File: src/rtl/cnn_pkg.sv
// Shared definitions for the CNN accelerator neuron datapath.
//   wm_state_t  : weight memory controller FSM encoding (2 bits)
//   PRETRAINED  : global switch, 1 when weight memories are ROM-initialised
package cnn_pkg;

  typedef enum logic [1:0] {
    S_LOAD = 2'd0,
    S_IDLE = 2'd1,
    S_READ = 2'd2
  } wm_state_t;

  localparam bit PRETRAINED = 1'b0;

endpackage

File: src/rtl/weight_addr_counter.sv
// Clear/enable address counter with terminal-count flag.
//   clk, rst : clock, asynchronous active-high reset
//   clr_i    : synchronous clear (wins over en_i)
//   en_i     : advance; at the terminal value the counter returns to 0
//   cnt_o    : current count
//   tc_o     : cnt_o equals TERM
module weight_addr_counter #(
  parameter int WIDTH = 10,
  parameter int TERM  = 2
) (
  input  logic             clk,
  input  logic             rst,
  input  logic             clr_i,
  input  logic             en_i,
  output logic [WIDTH-1:0] cnt_o,
  output logic             tc_o
);

  localparam logic [WIDTH-1:0] TERM_VAL = WIDTH'(TERM);

  logic [WIDTH-1:0] cnt_q, cnt_d;

  assign tc_o  = (cnt_q == TERM_VAL);
  assign cnt_o = cnt_q;

  // Advancing past the terminal value folds back to 0, so the count never
  // leaves 0..TERM.
  always_comb begin
    cnt_d = cnt_q;
    if (clr_i) begin
      cnt_d = '0;
    end else if (en_i) begin
      cnt_d = tc_o ? '0 : cnt_q + 1'b1;
    end
  end

  always_ff @(posedge clk or posedge rst) begin
    if (rst) begin
      cnt_q <= '0;
    end else begin
      cnt_q <= cnt_d;
    end
  end

endmodule

File: src/rtl/weight_mem_ctrl.sv
// Sequencer for one neuron's Weight_Memory: loads a weight set from a
// valid/ready stream, then sweeps the read port on start, flagging each
// returned word for the MAC stage.
//   clk, rst                  : clock, asynchronous active-high reset
//   wt_valid/wt_data/wt_ready : weight load stream
//   mem_wen/mem_wadd/mem_win  : memory write port
//   start, reload, hold       : sweep request, reload request, read stall
//   mem_ren/mem_radd          : memory read port
//   w_valid, w_last           : wout is fresh / is the final weight
//   loaded, busy              : weight set present / sweep in flight
//
// state  | meaning
// S_LOAD | accepting weights into consecutive addresses
// S_IDLE | weight set present, waiting for start or reload
// S_READ | issuing one read per non-held cycle
module weight_mem_ctrl #(
  parameter int NUM_WEIGHT = 3,
  parameter int ADDR_WIDTH = 10,
  parameter int DATA_WIDTH = 16,
  parameter bit PRETRAINED = cnn_pkg::PRETRAINED
) (
  input  logic                  clk,
  input  logic                  rst,
  input  logic                  wt_valid,
  input  logic [DATA_WIDTH-1:0] wt_data,
  output logic                  wt_ready,
  output logic                  mem_wen,
  output logic [ADDR_WIDTH-1:0] mem_wadd,
  output logic [DATA_WIDTH-1:0] mem_win,
  input  logic                  start,
  input  logic                  reload,
  input  logic                  hold,
  output logic                  mem_ren,
  output logic [ADDR_WIDTH-1:0] mem_radd,
  output logic                  w_valid,
  output logic                  w_last,
  output logic                  loaded,
  output logic                  busy
);
  import cnn_pkg::*;

  localparam wm_state_t RESET_STATE = PRETRAINED ? S_IDLE : S_LOAD;

  wm_state_t state_q, state_d;
  logic loaded_q, loaded_d;
  logic w_valid_q, w_last_q;

  logic [ADDR_WIDTH-1:0] wcnt, rcnt;
  logic wcnt_tc, rcnt_tc;
  logic wcnt_clr, rcnt_clr;

  weight_addr_counter #(.WIDTH(ADDR_WIDTH), .TERM(NUM_WEIGHT-1)) u_wcnt (
    .clk   (clk),
    .rst   (rst),
    .clr_i (wcnt_clr),
    .en_i  (mem_wen),
    .cnt_o (wcnt),
    .tc_o  (wcnt_tc)
  );

  weight_addr_counter #(.WIDTH(ADDR_WIDTH), .TERM(NUM_WEIGHT-1)) u_rcnt (
    .clk   (clk),
    .rst   (rst),
    .clr_i (rcnt_clr),
    .en_i  (mem_ren),
    .cnt_o (rcnt),
    .tc_o  (rcnt_tc)
  );

  always_comb begin
    state_d  = state_q;
    loaded_d = loaded_q;
    wt_ready = 1'b0;
    mem_wen  = 1'b0;
    mem_ren  = 1'b0;
    wcnt_clr = 1'b0;
    rcnt_clr = 1'b0;
    case (state_q)
      S_LOAD: begin
        wt_ready = 1'b1;
        mem_wen  = wt_valid;
        // The counter folds to 0 on its own at the terminal handshake.
        if (wt_valid && wcnt_tc) begin
          loaded_d = 1'b1;
          state_d  = S_IDLE;
        end
      end
      S_IDLE: begin
        // start has priority over reload
        if (start) begin
          rcnt_clr = 1'b1;
          state_d  = S_READ;
        end else if (reload) begin
          loaded_d = 1'b0;
          wcnt_clr = 1'b1;
          state_d  = S_LOAD;
        end
      end
      S_READ: begin
        mem_ren = !hold;
        if (!hold && rcnt_tc) begin
          state_d = S_IDLE;
        end
      end
      default: state_d = RESET_STATE;
    endcase
  end

  always_ff @(posedge clk or posedge rst) begin
    if (rst) begin
      state_q   <= RESET_STATE;
      loaded_q  <= PRETRAINED;
      w_valid_q <= 1'b0;
      w_last_q  <= 1'b0;
    end else begin
      state_q   <= state_d;
      loaded_q  <= loaded_d;
      w_valid_q <= mem_ren;
      w_last_q  <= mem_ren && rcnt_tc;
    end
  end

  assign mem_wadd = wcnt;
  assign mem_win  = wt_data;
  assign mem_radd = rcnt;
  assign w_valid  = w_valid_q;
  assign w_last   = w_last_q;
  assign loaded   = loaded_q;
  // Stays high until the final word has been presented on wout.
  assign busy     = (state_q == S_READ) || w_valid_q;

endmodule

File: config.mk
export PLATFORM = sky130hd
export DESIGN_NAME = weight_mem_ctrl
export DESIGN_NICKNAME = d
export VERILOG_FILES = /design/src/rtl/cnn_pkg.sv /design/src/rtl/weight_addr_counter.sv /design/src/rtl/weight_mem_ctrl.sv
export SDC_FILE = /design/constraint.sdc
export NUM_CORES = 1
export LEC_CHECK = 0
export BUFFER_PORTS_ARGS = -buffer_cell sky130_fd_sc_hd__buf_2
export CORE_AREA = 5 5 65 67
export CTS_BUF_LIST = sky130_fd_sc_hd__clkbuf_4 sky130_fd_sc_hd__clkbuf_8
export DETAILED_ROUTE_END_ITERATION = 6
export DIE_AREA = 0 0 70 72
export MAX_ROUTING_LAYER = met4
export PLACE_DENSITY = 0.74
export SLEW_MARGIN = 0
export SYNTH_ARGS = -nofsm -noshare
export SYNTH_HDL_FRONTEND = slang
export SYNTH_HIERARCHICAL = 1
export SYNTH_SLANG_ARGS = --single-unit
File: constraint.sdc
create_clock -name clk -period 2.2 [get_ports clk]
set_clock_uncertainty 0.05 [all_clocks]
set_input_delay 0.33 -clock clk [delete_from_list [all_inputs] [get_ports clk]]
set_output_delay 0.33 -clock clk [all_outputs]
set_load 0.02 [all_outputs]
# Yosys cells after proc, flatten, opt, wreduce, memory -nomap -nowiden
# Index checks and enable logic that the tools add are counted.
[op_classes] add_sub_neg=2 n_eq_ne=9 mux=23 reduce_logical=11
[op_table] op="$mux 10" n=6
[op_table] op="$add 10x1->10 const B" n=2
[op_table] op="$eq 10x2->1 const B" n=2
[op_table] op="$mux 1" n=11
[op_table] op="$mux 2" n=4
[op_table] op="$ne 2x2->1 const B" n=4
[op_table] op="$pmux 2 s3" n=1
[op_table] op="$reduce_bool 2->1" n=3
[op_table] op="$reduce_and 4->1" n=1
[op_table] op="$logic_and 1x1->1" n=3
[op_table] op="$ne 3x3->1 const B" n=1
[op_table] op="$reduce_and 3->1" n=1
[op_table] op="$eq 2x1->1 const B" n=1
[op_table] op="$eq 2x2->1 const B" n=1
[op_table] op="$logic_not 2->1" n=1
[op_table] op="$pmux 1 s2" n=1
[op_table] op="$logic_not 1->1" n=1
[op_table] op="$logic_or 1x1->1" n=1
[totals] register_bits=25 input_bits=22 elab_cells=51

# Depth between registers and ports, before layout
# Gate-level depths: netlist of the first run.
[depth] depth_word=4 mapped_depth=6 ltp_nobuf=6

# Modules after synthesis
# Netlist of the first run, hierarchy kept.
[by_module_without_submodules] module="weight_addr_counter" n_inst=2 cells_per_inst=62 area_per_inst_um2=594.3
[by_module_without_submodules] module="weight_mem_ctrl" n_inst=1 cells_per_inst=37 area_per_inst_um2=369.1

# Least setup slack after synthesis of the first run
# Ideal clock, no wire load.
[synth_timing] path_type="register -> register" from="reg state_q[0]" to="reg u_rcnt.cnt_q[9], in the netlist u_rcnt/cnt_o[9]" setup_time_ps=78 arrival_time_ps=2111 required_time_ps=2072 path_slack_ps=-39 path_stages_with_launch=6 n_path_buf=0 period_less_slack_ps=2239 cell_sequence="dfrtp_1 > nand2b_1 > nor2_1 > o2111ai_1 > or4_1 > a21oi_1"
[synth_via] elab_chain_cells=3 word_cells_on_any_way=6 classes_between="2 x eq/ne; 3 x mux; 1 x reduce/logical"
[synth_rtl] item="start, declared" line_no="weight_mem_ctrl.sv:44" text="wm_state_t state_q, state_d;"
[synth_rtl] item="start signal, assigned" line_no="weight_mem_ctrl.sv:116" text="state_q <= state_d;"
[synth_rtl] item="$eq 2x2->1" line_no="weight_mem_ctrl.sv:78" text="case (state_q)"
[synth_rtl] item="$mux 1" line_no="weight_mem_ctrl.sv:78"
[synth_rtl] item="via mem_ren" line_no="weight_mem_ctrl.sv:33" text="output logic mem_ren,"
[synth_rtl] item="$reduce_bool 2->1 (no source line)"
[synth_rtl] item="end signal, assigned" line_no="weight_addr_counter.sv:41" text="cnt_q <= cnt_d;"
[synth_rtl] item="end, declared" line_no="weight_addr_counter.sv:21" text="logic [WIDTH-1:0] cnt_q, cnt_d;"
# The timed path passes the listed nets, and every way through them passes these cells.
# A chain may end at the register's enable or synchronous reset.

# Worst setup path after layout of the first run
[layout_timing] from="reg u_rcnt.cnt_q[0], in the netlist u_rcnt/cnt_o[0]" to="reg state_q[0]"
[layout_via] elab_chain_cells=4
[layout_rtl] item="$eq 10x2->1" line_no="weight_addr_counter.sv:23" text="assign tc_o = (cnt_q == TERM_VAL);"
[layout_rtl] item="via rcnt_tc" line_no="weight_mem_ctrl.sv:49" text="logic wcnt_tc, rcnt_tc;"
[layout_rtl] item="$logic_and 1x1->1" line_no="weight_mem_ctrl.sv:101" text="if (!hold && rcnt_tc) begin"
[layout_rtl] item="$ne 2x2->1 (no source line)"
[layout_rtl] item="$reduce_and 3->1 (no source line)"
# The timed path passes the listed nets, and every way through them passes these cells.

==> metrics.md, run 1 <==
| Metric | Value |
|---|---|
| Crit Reg-Reg Startpoint | u_rcnt/cnt_o[0] |
| Yosys warns | 6 |
| Die area | 5040 um2 |
| P per Cell Area | 959 nW/um2 |
| Int Pwr | 0.913 mW |
| Gr usage total | 0.142 |
| Status | finished clean |
| Syn nets | 187 |
| Crit path kind | reg2reg |
| Postcts setup bufs | 0 |
| Crit Path Max Fanout | 5 |
| First-pass GRT wire length | 5640 um |
| Mapped Area | 1560 um2 |
| H-Tree Depth | 1 |
| Ranking of synthesized cells by area | dfrtp_1 (40%), buf_4 (8.7%), a21oi_1 (5.1%), inv_1 (3.9%), o41ai_4 (3.5%) |
| Slew Viols, Final | 0 |
| Cell Area, Placed | 1690 um2 |
| Initial Util | 0.435 |
| Horiz. Die Dim | 70 um |
| Pre-CTS worst setup slack | 179 ps |
| Port bufs | 32 |
| Reg clk slew, reported paths | 140 ps |
| Die Y | 72 um |
| Post-Synthesis Cells | 161 |
| Clock sinks | 25 |
| CTS buffer count | 3 |
| Hold Fails Final Rpt | 0 |
| Worst Setup SP | u_rcnt/cnt_o[0] |
| Clock Path Buffers | 2 |
| Slowest-stage cell, CP | or4b_4 |
| Leading cell type in the layout, fill and taps excluded | buf_2 |
| Wire per inst | 14.3 um |
| Setup slack after layout | 151 ps |
| Global route overflow | 0 |
| Initial antenna violation count | 0 |
| Ant. Diodes | 0 |
| Layout cells sized above 1 | 0.296 |
| GPL Wtd Cong | 0.896 |
| Post-CTS resize count | 0 |
| Unrepaired setup endpoints after global routing | false |
| Core area | 3580 um2 |
| Ports | 65 |
| Worst R2R Path Depth | 6 |
| Setup TNS | 0 ps |
| Post-synth top area share | 0.402 |
| Mean Syn Cell Area | 9.68 um2 |
| Leak | 0.833 nW |
| Crit path to | state_q[0] |
| Design Power | 1.66 mW |
| Critical path endpoint category | register |
| Largest net degree at the start of global routing | 16 |
| Sw Pwr | 0.746 mW |
| # rows | 22 |
| Power share of the clock group | 0.127 |
| Worst skew pair latency | 320 ps |
| Crit path cell chain | inv_1, ha_1, or4b_4, nor3_1, nor4bb_4, a211o_1 |
| Netlist cell types | 32 |
| Final Util | 0.484 |
| Fin crit share | 0.931 |
| Pre-antenna DRT Iters | 4 |
| Cell area after layout | 1730 um2 |
| Final Critical Period | 2050 ps |
| R2r setup slk | 150 ps |
| Register bit total from synthesis | 25 |
| Combinational Power Share | 0.450 |
| CP Launch Type | register |
| Rel. slew slack | 0.694 |
| Residual DRC | 0 |
| Root Buffer | clkbuf_4 |
| CP max stage delay | 520 ps |
| Crit path DAT | 2280 ps |
| Vias in the first global route | 1242 |
| Via Count | 1290 |
| Total length of routed wires | 3340 um |
| Max IR drop VDD | 0.628 mV |
| Sw frac | 0.449 |
| Critical Path RT | 2430 ps |
| Seq pwr share | 0.423 |
| Antenna viol nets, final | 0 |
| Max Cap Viol | 0 |
| Hold WC Path Type | in2reg |
| Vias/cell | 5.51 |
| Iter 0 DRT Violations | 77 |
| Leading cell types in the layout, fill and taps excluded | buf_2 (32), dfrtp_1 (25), inv_1 (16), a21oi_1 (16), nand2_1 (9) |
| Fmax | 488 MHz |
| Total Nets Final | 213 |
| Post-synth top area cell | dfrtp_1 |
| TritonCTS clock tree | built |
| Worst R2R End | state_q[0] |
| Syn-to-layout area delta | 11.1% |
| Slew @ Worst Pin | 457 ps |
| Final HPWL DP | 2490 um |
| Number of hold buffers added after cts | 1 |
| Register area share after synthesis | 0.402 |
| Final setup vio count | 0 |
registers in the layout (all words and copies together), names as in the netlist:
| name | count |
|---|---|
| loaded | 1 |
| w_last | 1 |
| u_rcnt/cnt_o | 10 |
| state_q | 2 |
| u_wcnt/cnt_o | 10 |
| w_valid | 1 |
cell usage after synthesis:
| library cell | instances |
|---|---|
| o22ai_1 | 1 |
| and2_1 | 2 |
| nor4b_1 | 1 |
| o41ai_4 | 2 |
| ha_1 | 4 |
| nor4bb_4 | 1 |
| a21oi_1 | 16 |
| or3_1 | 8 |
| buf_4 | 18 |
| nand2b_1 | 4 |
| or4_1 | 2 |
| nor2_1 | 7 |
| dfrtp_1 | 25 |
| o21ai_0 | 6 |
| o2bb2ai_1 | 1 |
| o311ai_0 | 6 |
| nand4_1 | 2 |
| nor2b_1 | 1 |
| nand3_1 | 2 |
| a211o_1 | 1 |
| inv_1 | 16 |
| o211ai_1 | 2 |
| or4_2 | 2 |
| nand2_1 | 9 |
| o31ai_1 | 4 |
| or2_2 | 4 |
| nor3b_2 | 1 |
| nor3_1 | 2 |
| or4b_4 | 2 |
| xor2_1 | 4 |
| and4bb_1 | 1 |
| o2111ai_1 | 4 |
routing by layer:
layer  track usage  routed length (um)  up-vias
met4        0.0532                  53        0
met1         0.172                1560      623
met2         0.220                1570       39
met5             -                   0        -
met3        0.0485                 164        9
li1              -                   -      619
final cells by class:
cell class                 count  area [um2]
clock buffer                   3        22.5
clock inverter                 1        7.51
fill                         344        1850
inverter                      16        60.1
multi-input combinational    102         739
sequential                    25         626
tap                           48        60.1
timing repair buffer          39         215
power by group through the flow:
stage / Sequential [mW] / Clock (mW) / Combinational [mW]
floorplan: 0.779 / 0 / 0.469
global placement: 0.705 / 0 / 0.736
detailed placement: 0.711 / 0 / 0.741
CTS: 0.701 / 0.225 / 0.749
global route: 0.726 / 0.252 / 0.816
finish: 0.701 / 0.211 / 0.747
through the flow:
stage	hold slack (ps)	std cells
after floorplan	58.5	161
after global placement	214	229
after detailed placement	216	229
after CTS	152	234
after global routing	124	234
final	172	234
worst max-delay path, delay by kind of cell, from the launching register on:
kind | cells | cell delay, ps
simple gates | 3 | 1130
flops | 1 | 450
fa+ha+maj | 1 | 150
compound gates | 1 | 140
buf+inv | 1 | 100
cells by family (layout without fill, tap and decap cells):
kind of cell	count (synthesis)	in the layout	synth area share
AND/OR/NAND/NOR	51	51	0.212
adder cells (fa/ha/maj)	4	4	0.0321
XOR/XNOR	4	4	0.0225
AO/OA/AOI/OAI	43	43	0.206
buffers and inverters	34	59	0.125
flip-flops	25	25	0.402
worst min-delay path by stage:
stage / startpoint / endpoint / slack, ps / cells past startpoint
3_5_place_dp: rst / state_q[0] / 220 / 2
4_1_cts: hold / w_last / 150 / 2
3_3_place_gp: rst / state_q[0] / 210 / 2
2_1_floorplan: rst / loaded / 60 / 1
5_1_grt: hold / w_last / 120 / 2
6_report: hold / w_last / 170 / 2
No activity file was read; power rests on OpenSTA's default activity.
==> run 2, diff against run 1 <==
REMOVE_ABC_BUFFERS = 1   (was unset)
==> metrics.md, run 2 (synthesis results as in run 1) <==
| Metric | Value |
|---|---|
| Status | finished clean (unchanged) |
| Residual DRC | 0 (unchanged) |
| Non-Filler Instances | 234 (unchanged) |
| WHS | 175 ps (was 172 ps) |
| Setup TNS | 0 ps (unchanged) |
| Fmax | 489 MHz (was 488 MHz) |
| # rows | 22 (unchanged) |
| Final setup vio count | 0 (unchanged) |
| Root Buffer | clkbuf_4 (unchanged) |
| Cell area after layout | 1730 um2 (about the same) |
| Ports | 65 (unchanged) |
| Setup slack after layout | 153 ps (was 151 ps) |
| Horiz. Die Dim | 70 um (unchanged) |
| Crit path DAT | 2250 ps (was 2280 ps) |
| Filler cells | 351 (was 344) |
| Clock Path Buffers | 2 (unchanged) |
| Ant. Diodes | 0 (unchanged) |
| Wire per inst | 15.3 um (was 14.3 um) |
| Total length of routed wires | 3590 um (was 3340 um) |
| Gr usage total | 0.149 (was 0.142) |
| Hold depth | 2 (unchanged) |
| Hold WC Path Type | in2reg (unchanged) |
| Slew @ Worst Pin | 482 ps (was 457 ps) |
| Iter 0 DRT Violations | 64 (was 77) |
| Via Count | 1279 (was 1290) |
| Leading cell types in the layout, fill and taps excluded | buf_2 (32), dfrtp_1 (25), inv_1 (16), a21oi_1 (16), nand2_1 (9) (unchanged) |
| Largest net degree at the start of global routing | 14 (was 16) |
| Initial antenna violation count | 0 (unchanged) |
| Leading cell type in the layout, fill and taps excluded | buf_2 (unchanged) |
| Design Power | 1.66 mW (about the same) |
| R2r setup slk | 150 ps (about the same) |
| Hold Fails Final Rpt | 0 (unchanged) |
| Total Nets Final | 213 (unchanged) |
| Crit path cell chain | nand2_1, nor2_1, o211ai_1, or4_2, a21oi_1 (was inv_1, ha_1, or4b_4, nor3_1, nor4bb_4, a211o_1) |
| Worst skew pair latency | 310 ps (was 320 ps) |
| Max Cap Viol | 0 (unchanged) |
| Initial Util | 0.435 (unchanged) |
| Global route overflow | 0 (unchanged) |
| Max IR drop VDD | 0.524 mV (was 0.628 mV) |
| Reg clk slew, reported paths | 130 ps (was 140 ps) |
| Critical path endpoint category | register (unchanged) |
| Slowest-stage cell, CP | or4_2 (was or4b_4) |
| Crit Path Max Fanout | 7 (was 5) |
| Unrepaired setup endpoints after global routing | false (unchanged) |
| Crit path kind | reg2reg (unchanged) |
| Final Util | 0.484 (about the same) |
| Fin crit share | 0.930 (was 0.931) |
| Port bufs | 32 (unchanged) |
| Core area | 3580 um2 (unchanged) |
| GPL Wtd Cong | 0.825 (was 0.896) |
| CP Launch Type | register (unchanged) |
| H-Tree Depth | 1 (unchanged) |
| Clock sinks | 25 (unchanged) |
| P per Cell Area | 957 nW/um2 (was 959 nW/um2) |
| Leak | 0.839 nW (was 0.833 nW) |
| Crit Reg-Reg Startpoint | state_q[0] (was u_rcnt/cnt_o[0]) |
| TritonCTS clock tree | built (unchanged) |
| Die area | 5040 um2 (unchanged) |
| Slew Viols, Final | 0 (unchanged) |
| Cell Area, Placed | 1690 um2 (about the same) |
| Final Critical Period | 2050 ps (about the same) |
| Pre-antenna DRT Iters | 4 (unchanged) |
| Min-delay src | hold (unchanged) |
| Placed insts | 229 (unchanged) |
| Worst Hold Path EP | w_last (unchanged) |
| Worst R2R End | u_rcnt/cnt_o[8] (was state_q[0]) |
| CP max stage delay | 630 ps (was 520 ps) |
| Pre-CTS worst setup slack | 140 ps (was 179 ps) |
| Syn-to-layout area delta | 11.2% (was 11.1%) |
| First-pass GRT wire length | 6000 um (was 5640 um) |
| Critical Path RT | 2400 ps (was 2430 ps) |
| Final HPWL DP | 2710 um (was 2490 um) |
| CTS buffer count | 3 (unchanged) |
| Vias in the first global route | 1276 (was 1242) |
| Layout cells sized above 1 | 0.296 (unchanged) |
| Vias/cell | 5.47 (was 5.51) |
| Rel. slew slack | 0.678 (was 0.694) |
| Antenna viol nets, final | 0 (unchanged) |
| Worst R2R Path Depth | 5 (was 6) |
| Die Y | 72 um (unchanged) |
## run 2: critical path: cells and delay by family, from the launching register on
family / cells / cell delay [ps]
AND/OR/NAND/NOR: 3 / 1040
flip-flops: 1 / 520
AO/OA/AOI/OAI: 2 / 370
## run 2: per-layer routing
metal / share of wire / up-vias / track usage / wire length [um]
li1: - / 621 / - / -
met4: 0.0039 / 0 / 0.0383 / 14
met1: 0.47 / 604 / 0.192 / 1700
met3: 0.084 / 2 / 0.0568 / 302
met5: 0 / - / - / 0
met2: 0.44 / 52 / 0.224 / 1570
## run 2: report_power, final
| part | total (mW) | internal [mW] | switching (mW) |
|---|---|---|---|
| registers | 0.700 | 0.552 | 0.148 |
| clock network | 0.212 | 0.0830 | 0.129 |
| logic | 0.745 | 0.293 | 0.453 |
| total | 1.66 | 0.928 | 0.730 |
## run 2: layout make-up
class | count | area, um2 | area share
Clock buffer | 4 | 30.0 | 0.0173
Multi-Input combinational cell | 102 | 742 | 0.428
Sequential cell | 25 | 626 | 0.361
Timing Repair Buffer | 39 | 215 | 0.124
Tap cell | 48 | 60.1 | 0.0347
Inverter | 16 | 60.1 | 0.0347
## run 2: repair_timing
item / 4_1_cts / 5_1_grt
hold buffers: 1 / 0
setup endpoints to repair: 0 / 1
resized for setup: 0 / 1
endpoints found under the hold margin: 25 / 0
buffers inserted: 0 / 0
## run 2: worst max path at each step
stage	from	endpoint	cells past startpoint
4_1_cts	u_rcnt/cnt_o[0]	state_q[0]	6
6_report	state_q[0]	u_rcnt/cnt_o[8]	5
2_1_floorplan	state_q[0]	u_rcnt/cnt_o[9]	5
3_5_place_dp	u_rcnt/cnt_o[0]	state_q[0]	6
5_1_grt	state_q[0]	u_rcnt/cnt_o[8]	5
3_3_place_gp	u_rcnt/cnt_o[0]	state_q[0]	6
